File: config.mk
export PLATFORM = sky130hd
export DESIGN_NAME = cplx_mul_pipe
export DESIGN_NICKNAME = d
export VERILOG_FILES = /design/src/rtl/cplx_mul_pipe.sv
export SDC_FILE = /design/constraint.sdc
export NUM_CORES = 2
export LEC_CHECK = 0
export CORE_ASPECT_RATIO = 0.75
export CORE_MARGIN = 2
export CORE_UTILIZATION = 48
export CTS_CLUSTER_DIAMETER = 60
export DETAILED_ROUTE_END_ITERATION = 8
export DONT_BUFFER_PORTS = 1
export GPL_TIMING_DRIVEN = 0
export PLACE_DENSITY = 0.69
export SETUP_SLACK_MARGIN = 0.3
export SLEW_MARGIN = 10
export SYNTH_ARGS = -nofsm -noshare
export SYNTH_HDL_FRONTEND = slang
export SYNTH_SLANG_ARGS = --single-unit
export TNS_END_PERCENT = 20
File: constraint.sdc
create_clock -name clock -period 15.2 [get_ports clock]
set_clock_uncertainty 0.15 [all_clocks]
set_input_delay 2.28 -clock clock [delete_from_list [all_inputs] [get_ports clock]]
set_output_delay 2.28 -clock clock [all_outputs]
set_load 0.02 [all_outputs]
File: src/rtl/cplx_mul_pipe.sv
// Pipelined signed fixed-point complex multiplier (twiddle stage) with valid/ready
// flow control, per-sample conjugate, sideband tag and sticky saturation flag.
module cplx_mul_pipe #(
  parameter int DATA_W = 16,
  parameter int TW_W   = 16,
  parameter int FRAC   = TW_W - 1,
  parameter int TAG_W  = 4
) (
  input  logic                     clock,
  input  logic                     reset,
  input  logic                     io_in_valid,
  output logic                     io_in_ready,
  input  logic signed [DATA_W-1:0] io_op1_re,
  input  logic signed [DATA_W-1:0] io_op1_im,
  input  logic signed [TW_W-1:0]   io_op2_re,
  input  logic signed [TW_W-1:0]   io_op2_im,
  input  logic                     io_conj,
  input  logic [TAG_W-1:0]         io_tag_in,
  output logic                     io_out_valid,
  input  logic                     io_out_ready,
  output logic signed [DATA_W-1:0] io_res_re,
  output logic signed [DATA_W-1:0] io_res_im,
  output logic [TAG_W-1:0]         io_tag_out,
  output logic                     io_sat,
  output logic                     io_sat_sticky,
  input  logic                     io_sat_clear
);

  localparam int P_W = DATA_W + TW_W;
  localparam int S_W = P_W + 1;
  localparam int R_W = S_W + 1;

  localparam logic signed [R_W-1:0] RND =
    (FRAC > 0) ? R_W'(1) << ((FRAC > 0) ? FRAC - 1 : 0) : '0;
  localparam logic signed [R_W-1:0] MAXV = {{(R_W-DATA_W+1){1'b0}}, {(DATA_W-1){1'b1}}};
  localparam logic signed [R_W-1:0] MINV = ~MAXV;

  // S1: input capture
  logic                     s1_v_q, s1_v_d;
  logic signed [DATA_W-1:0] s1_a_re_q, s1_a_re_d, s1_a_im_q, s1_a_im_d;
  logic signed [TW_W-1:0]   s1_b_re_q, s1_b_re_d, s1_b_im_q, s1_b_im_d;
  logic                     s1_conj_q, s1_conj_d;
  logic [TAG_W-1:0]         s1_tag_q, s1_tag_d;

  // S2: full-width partial products
  logic                     s2_v_q, s2_v_d;
  logic signed [P_W-1:0]    s2_prr_q, s2_prr_d, s2_pii_q, s2_pii_d;
  logic signed [P_W-1:0]    s2_pri_q, s2_pri_d, s2_pir_q, s2_pir_d;
  logic                     s2_conj_q, s2_conj_d;
  logic [TAG_W-1:0]         s2_tag_q, s2_tag_d;

  // S3: output registers
  logic                     out_v_q, out_v_d;
  logic signed [DATA_W-1:0] res_re_q, res_re_d, res_im_q, res_im_d;
  logic [TAG_W-1:0]         tag_q, tag_d;
  logic                     sat_q, sat_d;
  logic                     sticky_q, sticky_d;

  logic                     adv;
  logic signed [S_W-1:0]    re_sum, im_sum;
  logic [DATA_W:0]          re_rs, im_rs;

  // Returns {clamped, value}: round half up, arithmetic shift, clamp to DATA_W.
  function automatic logic [DATA_W:0] round_sat(input logic signed [S_W-1:0] s);
    logic signed [R_W-1:0] r;
    r = (R_W'(s) + RND) >>> FRAC;
    if (r > MAXV)      round_sat = {1'b1, MAXV[DATA_W-1:0]};
    else if (r < MINV) round_sat = {1'b1, MINV[DATA_W-1:0]};
    else               round_sat = {1'b0, r[DATA_W-1:0]};
  endfunction

  assign adv         = !out_v_q || io_out_ready;
  assign io_in_ready = adv;

  always_comb begin
    s1_v_d    = s1_v_q;
    s1_a_re_d = s1_a_re_q;
    s1_a_im_d = s1_a_im_q;
    s1_b_re_d = s1_b_re_q;
    s1_b_im_d = s1_b_im_q;
    s1_conj_d = s1_conj_q;
    s1_tag_d  = s1_tag_q;
    if (adv) begin
      s1_v_d    = io_in_valid;
      s1_a_re_d = io_op1_re;
      s1_a_im_d = io_op1_im;
      s1_b_re_d = io_op2_re;
      s1_b_im_d = io_op2_im;
      s1_conj_d = io_conj;
      s1_tag_d  = io_tag_in;
    end
  end

  always_comb begin
    s2_v_d    = s2_v_q;
    s2_prr_d  = s2_prr_q;
    s2_pii_d  = s2_pii_q;
    s2_pri_d  = s2_pri_q;
    s2_pir_d  = s2_pir_q;
    s2_conj_d = s2_conj_q;
    s2_tag_d  = s2_tag_q;
    if (adv) begin
      s2_v_d    = s1_v_q;
      s2_prr_d  = P_W'(s1_a_re_q) * P_W'(s1_b_re_q);
      s2_pii_d  = P_W'(s1_a_im_q) * P_W'(s1_b_im_q);
      s2_pri_d  = P_W'(s1_a_re_q) * P_W'(s1_b_im_q);
      s2_pir_d  = P_W'(s1_a_im_q) * P_W'(s1_b_re_q);
      s2_conj_d = s1_conj_q;
      s2_tag_d  = s1_tag_q;
    end
  end

  always_comb begin
    if (s2_conj_q) begin
      re_sum = S_W'(s2_prr_q) + S_W'(s2_pii_q);
      im_sum = S_W'(s2_pir_q) - S_W'(s2_pri_q);
    end else begin
      re_sum = S_W'(s2_prr_q) - S_W'(s2_pii_q);
      im_sum = S_W'(s2_pri_q) + S_W'(s2_pir_q);
    end
    re_rs = round_sat(re_sum);
    im_rs = round_sat(im_sum);
  end

  // Output data only reloads on a real sample so bubbles leave the last result visible.
  always_comb begin
    out_v_d  = out_v_q;
    res_re_d = res_re_q;
    res_im_d = res_im_q;
    tag_d    = tag_q;
    sat_d    = sat_q;
    if (adv) begin
      out_v_d = s2_v_q;
      if (s2_v_q) begin
        res_re_d = re_rs[DATA_W-1:0];
        res_im_d = im_rs[DATA_W-1:0];
        tag_d    = s2_tag_q;
        sat_d    = re_rs[DATA_W] | im_rs[DATA_W];
      end
    end
  end

  always_comb begin
    sticky_d = sticky_q;
    if (adv && s2_v_q && (re_rs[DATA_W] | im_rs[DATA_W])) sticky_d = 1'b1;
    else if (io_sat_clear)                                sticky_d = 1'b0;
  end

  always_ff @(posedge clock or negedge reset) begin
    if (!reset) begin
      s1_v_q    <= 1'b0;
      s1_a_re_q <= '0;
      s1_a_im_q <= '0;
      s1_b_re_q <= '0;
      s1_b_im_q <= '0;
      s1_conj_q <= 1'b0;
      s1_tag_q  <= '0;
      s2_v_q    <= 1'b0;
      s2_prr_q  <= '0;
      s2_pii_q  <= '0;
      s2_pri_q  <= '0;
      s2_pir_q  <= '0;
      s2_conj_q <= 1'b0;
      s2_tag_q  <= '0;
      out_v_q   <= 1'b0;
      res_re_q  <= '0;
      res_im_q  <= '0;
      tag_q     <= '0;
      sat_q     <= 1'b0;
      sticky_q  <= 1'b0;
    end else begin
      s1_v_q    <= s1_v_d;
      s1_a_re_q <= s1_a_re_d;
      s1_a_im_q <= s1_a_im_d;
      s1_b_re_q <= s1_b_re_d;
      s1_b_im_q <= s1_b_im_d;
      s1_conj_q <= s1_conj_d;
      s1_tag_q  <= s1_tag_d;
      s2_v_q    <= s2_v_d;
      s2_prr_q  <= s2_prr_d;
      s2_pii_q  <= s2_pii_d;
      s2_pri_q  <= s2_pri_d;
      s2_pir_q  <= s2_pir_d;
      s2_conj_q <= s2_conj_d;
      s2_tag_q  <= s2_tag_d;
      out_v_q   <= out_v_d;
      res_re_q  <= res_re_d;
      res_im_q  <= res_im_d;
      tag_q     <= tag_d;
      sat_q     <= sat_d;
      sticky_q  <= sticky_d;
    end
  end

  assign io_out_valid  = out_v_q;
  assign io_res_re     = res_re_q;
  assign io_res_im     = res_im_q;
  assign io_tag_out    = tag_q;
  assign io_sat        = sat_q;
  assign io_sat_sticky = sticky_q;

endmodule
[After elaboration in Yosys (flattened, before gate mapping)]
Index checks and enable logic that the tools add are counted.
Word-level totals
  word-level logic and storage cells: 49
  memory bits (writable): 0
  bits in latches: 0
  register bits after elaboration: 243
  memories kept: 0
  bits in read-only memories: 0
Cells by class
  div/mod/pow operators: 0
  multipliers: 4
  bitwise gates (word level): 1
  equal/unequal tests: 0
  order comparisons: 4
  reductions and logical operators: 6
  muxes and demuxes: 8
  shift-type cells: 0
  $add $sub $neg: 6
Operators with widths (number)
  $mul 16x16->32: 4
  $add 33x16->34 const B: 2
  $mux 17: 4
  $add 32x32->33: 2
  $mux 33: 2
  $sub 32x32->33: 2
  $gt 19x16->1 const B: 2
  $lt 19x16->1 const B: 2
  $logic_and 1x1->1: 2
  $mux 1: 2
  $reduce_and 2->1: 1
  $reduce_bool 2->1: 1
  $logic_not 1->1: 1
  $logic_or 1x1->1: 1
  $or 1x1->1: 1

[Depth between registers and ports, before layout]
  depth after elaboration: 9
  depth in mapped cells: 28
  mapped depth without buffers: 27

[Least setup slack after synthesis]
OpenSTA, ideal clock, no wires.
  path type: register -> register
  from: register s1_a_re_q[12]
  to: register s2_prr_q[30]
  cell stages (with the launch flop): 28
  buffers on the path: 1
  data arrival time: 6818 ps
  data required time: 14921 ps
  slack: 8104 ps
  clock period less this slack: 7096 ps
  cells stage by stage: dfrtp_1 clkbuf_1 nand2_1 fa_1 inv_1 fa_1 inv_1 fa_1 inv_1 fa_1 inv_1 fa_1 inv_1 fa_1 ha_1 o21a_1 o21a_1 o21a_1 o21ai_0 a41o_1 a211oi_1 a41o_1 o41ai_1 o21ai_0 or4_1 a41oi_1 xor2_1 o21ai_1
On the way
  longest elaborated chain between the ends: 1
RTL lines
  from (decl): RTL line 40  | logic signed [DATA_W-1:0] s1_a_re_q, s1_a_re_d, s1_a_im_q, s1_a_im_d;
  from (signal assigned): RTL line 173  | s1_a_re_q <= s1_a_re_d;
  $mul 16x16->32: RTL line 104  | s2_prr_d = P_W'(s1_a_re_q) * P_W'(s1_b_re_q);
  to (signal assigned): RTL line 180  | s2_prr_q <= s2_prr_d;
  to (decl): RTL line 47  | logic signed [P_W-1:0] s2_prr_q, s2_prr_d, s2_pii_q, s2_pii_d;
Every way passes these cells.
A chain may end at the register's enable or synchronous reset.

[Worst setup path in the final report]
  from: register s1_b_re_q[5]
  to: register s2_prr_q[30]
On the way
  longest elaborated chain between the ends: 1
RTL lines
  from (decl): RTL line 41  | logic signed [TW_W-1:0] s1_b_re_q, s1_b_re_d, s1_b_im_q, s1_b_im_d;
  from (signal assigned): RTL line 175  | s1_b_re_q <= s1_b_re_d;
  $mul 16x16->32: RTL line 104
Every way passes these cells.

==> qor.log <==
qor: status.run_status complete, no violations
qor: die.floorplan.die.width 388 um
qor: detailed_routing.finalWirelength 182,000 um
qor: synth.avgSynthCellArea 8.85 sq um
qor: cts.cts_setup_buffers 0
qor: cts.clock_tree.root_cell sky130_fd_sc_hd__clkbuf_16
qor: die.die-area 113,000 sq um
qor: detailed_routing.drt-pass1-iter-count 6
qor: placement.place.gp.congestion 1.04
qor: cts.worst_skew_pair.late_latency 630 ps
qor: synth.yosysWarnings 0
qor: detailed_routing.route.vias.total 42,354
qor: synth.number_of_enable_flip_flop_cells_after_synthesis 0
qor: setup_path.delay_contributed_by_the_slowest_stage_of_the_critical_path 990 ps
qor: setup_path.timing.critical_path.arrival 9470 ps
qor: final_layout.nNetsFinal 7,563
qor: timing.tightest_slew 1330 ps
qor: cts.worst_setup_hold_path_clk_slew 60 ps
qor: die.initial_core_util 48.5%
qor: synth.post-synth-top-area-fraction 39.5%
qor: timing.final_max_slew_viol_count 0
qor: detailed_routing.wl_per_cell 24.1 um
qor: synth.netlist.top_cell.by_area sky130_fd_sc_hd__fa_1
qor: timing.grt_setup_unrepaired no
qor: setup_path.critPathCaptureType flop
qor: timing.number_of_failing_hold_endpoints_at_the_final_stage 0
qor: timing.period_utilization 60.1%
qor: synth.mappedNetlistArea 53,100 sq um
qor: setup_path.path_buf_inv 6
qor: synth.synth-async-reset-ratio 100%
qor: timing.timing.max_slew.rel_slack 10.5%
qor: cts.tritoncts_clock_tree yes
qor: synth.synth_area_leaders sky130_fd_sc_hd__fa_1, sky130_fd_sc_hd__dfrtp_1, sky130_fd_sc_hd__ha_1, sky130_fd_sc_hd__inv_1, sky130_fd_sc_hd__nand2_1
qor: die.design.core.area 110,000 sq um
qor: placement.place_hpwl 154,000 um
qor: global_routing.grt_use_total 32.6%
qor: cts.h-tree-depth 2
qor: final_layout.fillCellCount 10,352
qor: synth.synthMostInstantiatedCell sky130_fd_sc_hd__inv_1
qor: die.io-pin-count 114
qor: detailed_routing.drc_errors 0
qor: setup_path.cp_max_fo 10
qor: timing.clock.fmax 110 MHz
qor: timing.finalWorstPathRequiredPeriod 9130 ps
qor: global_routing.antenna_found_initial 36
qor: cts.clk_path_buf_depth 3
qor: die.num_rows 105
qor: worst_hold_path.hold_path_class flop to flop
qor: synth.synth_nets 7,520
qor: synth.synth_top_flop_cell sky130_fd_sc_hd__dfrtp_1
qor: timing.finalSetupViolations 0
qor: global_routing.global_route.overflow_total 0
qor: final_layout.final_layout_size_suffix_gt1_share 2.22%
qor: setup_path.worst_path_dominant_cell_family adder cells
qor: cts.cts.hold.buffers_added 0
qor: setup_path.timing.critical_path.slowest_stage_cell sky130_fd_sc_hd__clkbuf_1
qor: cts.cts_resized 0
qor: detailed_routing.routed_via_density 5.62
qor: detailed_routing.postRouteAntennaNets 0
qor: flow_run.number_of_violations_of_the_max_capacitance_limit 0
qor: cts.cts_sinks 243
qor: setup_path.timing.critical_path.from_type flop
qor: global_routing.grt_max_degree 244
qor: setup_path.worstSetupPathType flop to flop
qor: placement.port-buffer-count 0
qor: setup_path.cp_data_required_time 15,540 ps
qor: detailed_routing.drt_iter0_drc 3,876
qor: global_routing.number_of_global_route_vias_before_repair 42,600
qor: synth.yosys-top-cells-count sky130_fd_sc_hd__inv_1, sky130_fd_sc_hd__fa_1, sky130_fd_sc_hd__nand2_1
qor: cts.tritoncts.num_buffers 41
qor: setup_path.critical_path.most_common_cell sky130_fd_sc_hd__fa_1
qor: synth.post_synth_num_cell_types 86
qor: timing.timing.setup.tns 0 ps
qor: synth.postSynthRegisterBits 243
qor: synth.syn-instance-count 6,002
qor: global_routing.global_route_wire_length_before_repair 272,000 um
qor: die.die_height 292 um
qor: synth.synth-seq-area-share 11.4%
qor: final_layout.signed_area_change_from_the_synthesized_netlist_to_the_final_layout 6.20%
cell families after synthesis:
logic type	count (synthesis)	share of synthesized area [%]
AO/OA/AOI/OAI	656	7.93
XOR/XNOR	250	4.12
adder cells (fa/ha/maj)	1444	48.8
buffers and inverters	1457	10.3
flip-flops	243	11.4
multiplexers	5	0.101
AND/OR/NAND/NOR	1947	17.2
area by class of cell:
| cell class | instances | area (sq um) | area share, % |
|---|---|---|---|
| Multi-Input combinational cell | 4302 | 41500 | 73.6 |
| Sequential cell | 243 | 6080 | 10.8 |
| Inverter | 1185 | 4450 | 7.88 |
| Tap cell | 1444 | 1810 | 3.20 |
| Buffer | 272 | 1050 | 1.86 |
| Clock buffer | 43 | 1040 | 1.85 |
| Clock inverter | 30 | 410 | 0.727 |
| Antenna cell | 13 | 32.5 | 0.0577 |
routing by layer:
metal / track usage, % / share of wire (%) / up-vias
met2: 47.2 / 42 / 2029
met1: 45.7 / 42 / 21565
met5: 0 / 0.085 / -
met4: 11.1 / 4.0 / 24
met3: 11.0 / 13 / 380
li1: - / - / 18356
cells in the final DEF, fill, tap and decap left out, types with 38 or more instances in the layout:
cell	instances
sky130_fd_sc_hd__dfrtp_1	243
sky130_fd_sc_hd__clkbuf_1	260
sky130_fd_sc_hd__xor2_1	95
sky130_fd_sc_hd__nor3_1	53
sky130_fd_sc_hd__and2_1	414
sky130_fd_sc_hd__nor2_1	213
sky130_fd_sc_hd__nand2_1	990
sky130_fd_sc_hd__clkbuf_16	41
sky130_fd_sc_hd__xnor2_1	155
sky130_fd_sc_hd__o21ai_0	130
sky130_fd_sc_hd__a21oi_1	223
sky130_fd_sc_hd__inv_1	1183
sky130_fd_sc_hd__ha_1	396
sky130_fd_sc_hd__nand2b_1	91
sky130_fd_sc_hd__nand3_1	38
sky130_fd_sc_hd__a21o_1	68
sky130_fd_sc_hd__fa_1	1048
registers in the layout (all words and copies together) (netlist names), 4 cells and up:
name,flops
s2_pii_q,32
s2_pir_q,32
s2_pri_q,32
s2_prr_q,32
io_res_im,16
io_res_re,16
s1_a_im_q,16
s1_a_re_q,16
s1_b_im_q,16
s1_b_re_q,16
io_tag_out,4
s1_tag_q,4
s2_tag_q,4
tightest hold or removal path, stage by stage (launching register included):
cell and delay [ps]:
sky130_fd_sc_hd__dfrtp_1 340, sky130_fd_sc_hd__nand2_1 50, sky130_fd_sc_hd__nand2_1 40
through the flow:
step                      area, sq um  util, %  hold WS [ps]  worst slack [ps]  cells
after floorplan                 53100        -           280              8100   6002
after global placement          54900     50.1           302              6290   7446
after detailed placement        54900     50.1           305              6290   7446
after CTS                       56400     51.5           320              6310   7519
after global routing            56400     51.5           342              5760   7523
final                           56400     51.5           316              6070   7532
path summary, 6_finish.rpt:
check / start / end / slack [ps] / cells after the start
max: s1_b_re_q[5]$_DFFE_PN0N_ / s2_prr_q[30]$_DFFE_PN0N_ / 6070 / 27
min: s2_tag_q[1]$_DFFE_PN0N_ / s2_tag_q[1]$_DFFE_PN0N_ / 320 / 2
max reg2reg: s1_b_re_q[5]$_DFFE_PN0N_ / s2_prr_q[30]$_DFFE_PN0N_ / 6070 / 27
min reg2reg: s2_tag_q[1]$_DFFE_PN0N_ / s2_tag_q[1]$_DFFE_PN0N_ / 320 / 2
max in group asynchronous: reset / s1_a_im_q[3]$_DFFE_PN0N_ / 12990 / 0
min in group asynchronous: reset / io_res_im[15]$_DFFE_PN0P_ / 1250 / 0
Power is left out: the tool's default activity adds up to more than one toggle a clock period on the data nets, which glitch-free logic cannot reach.
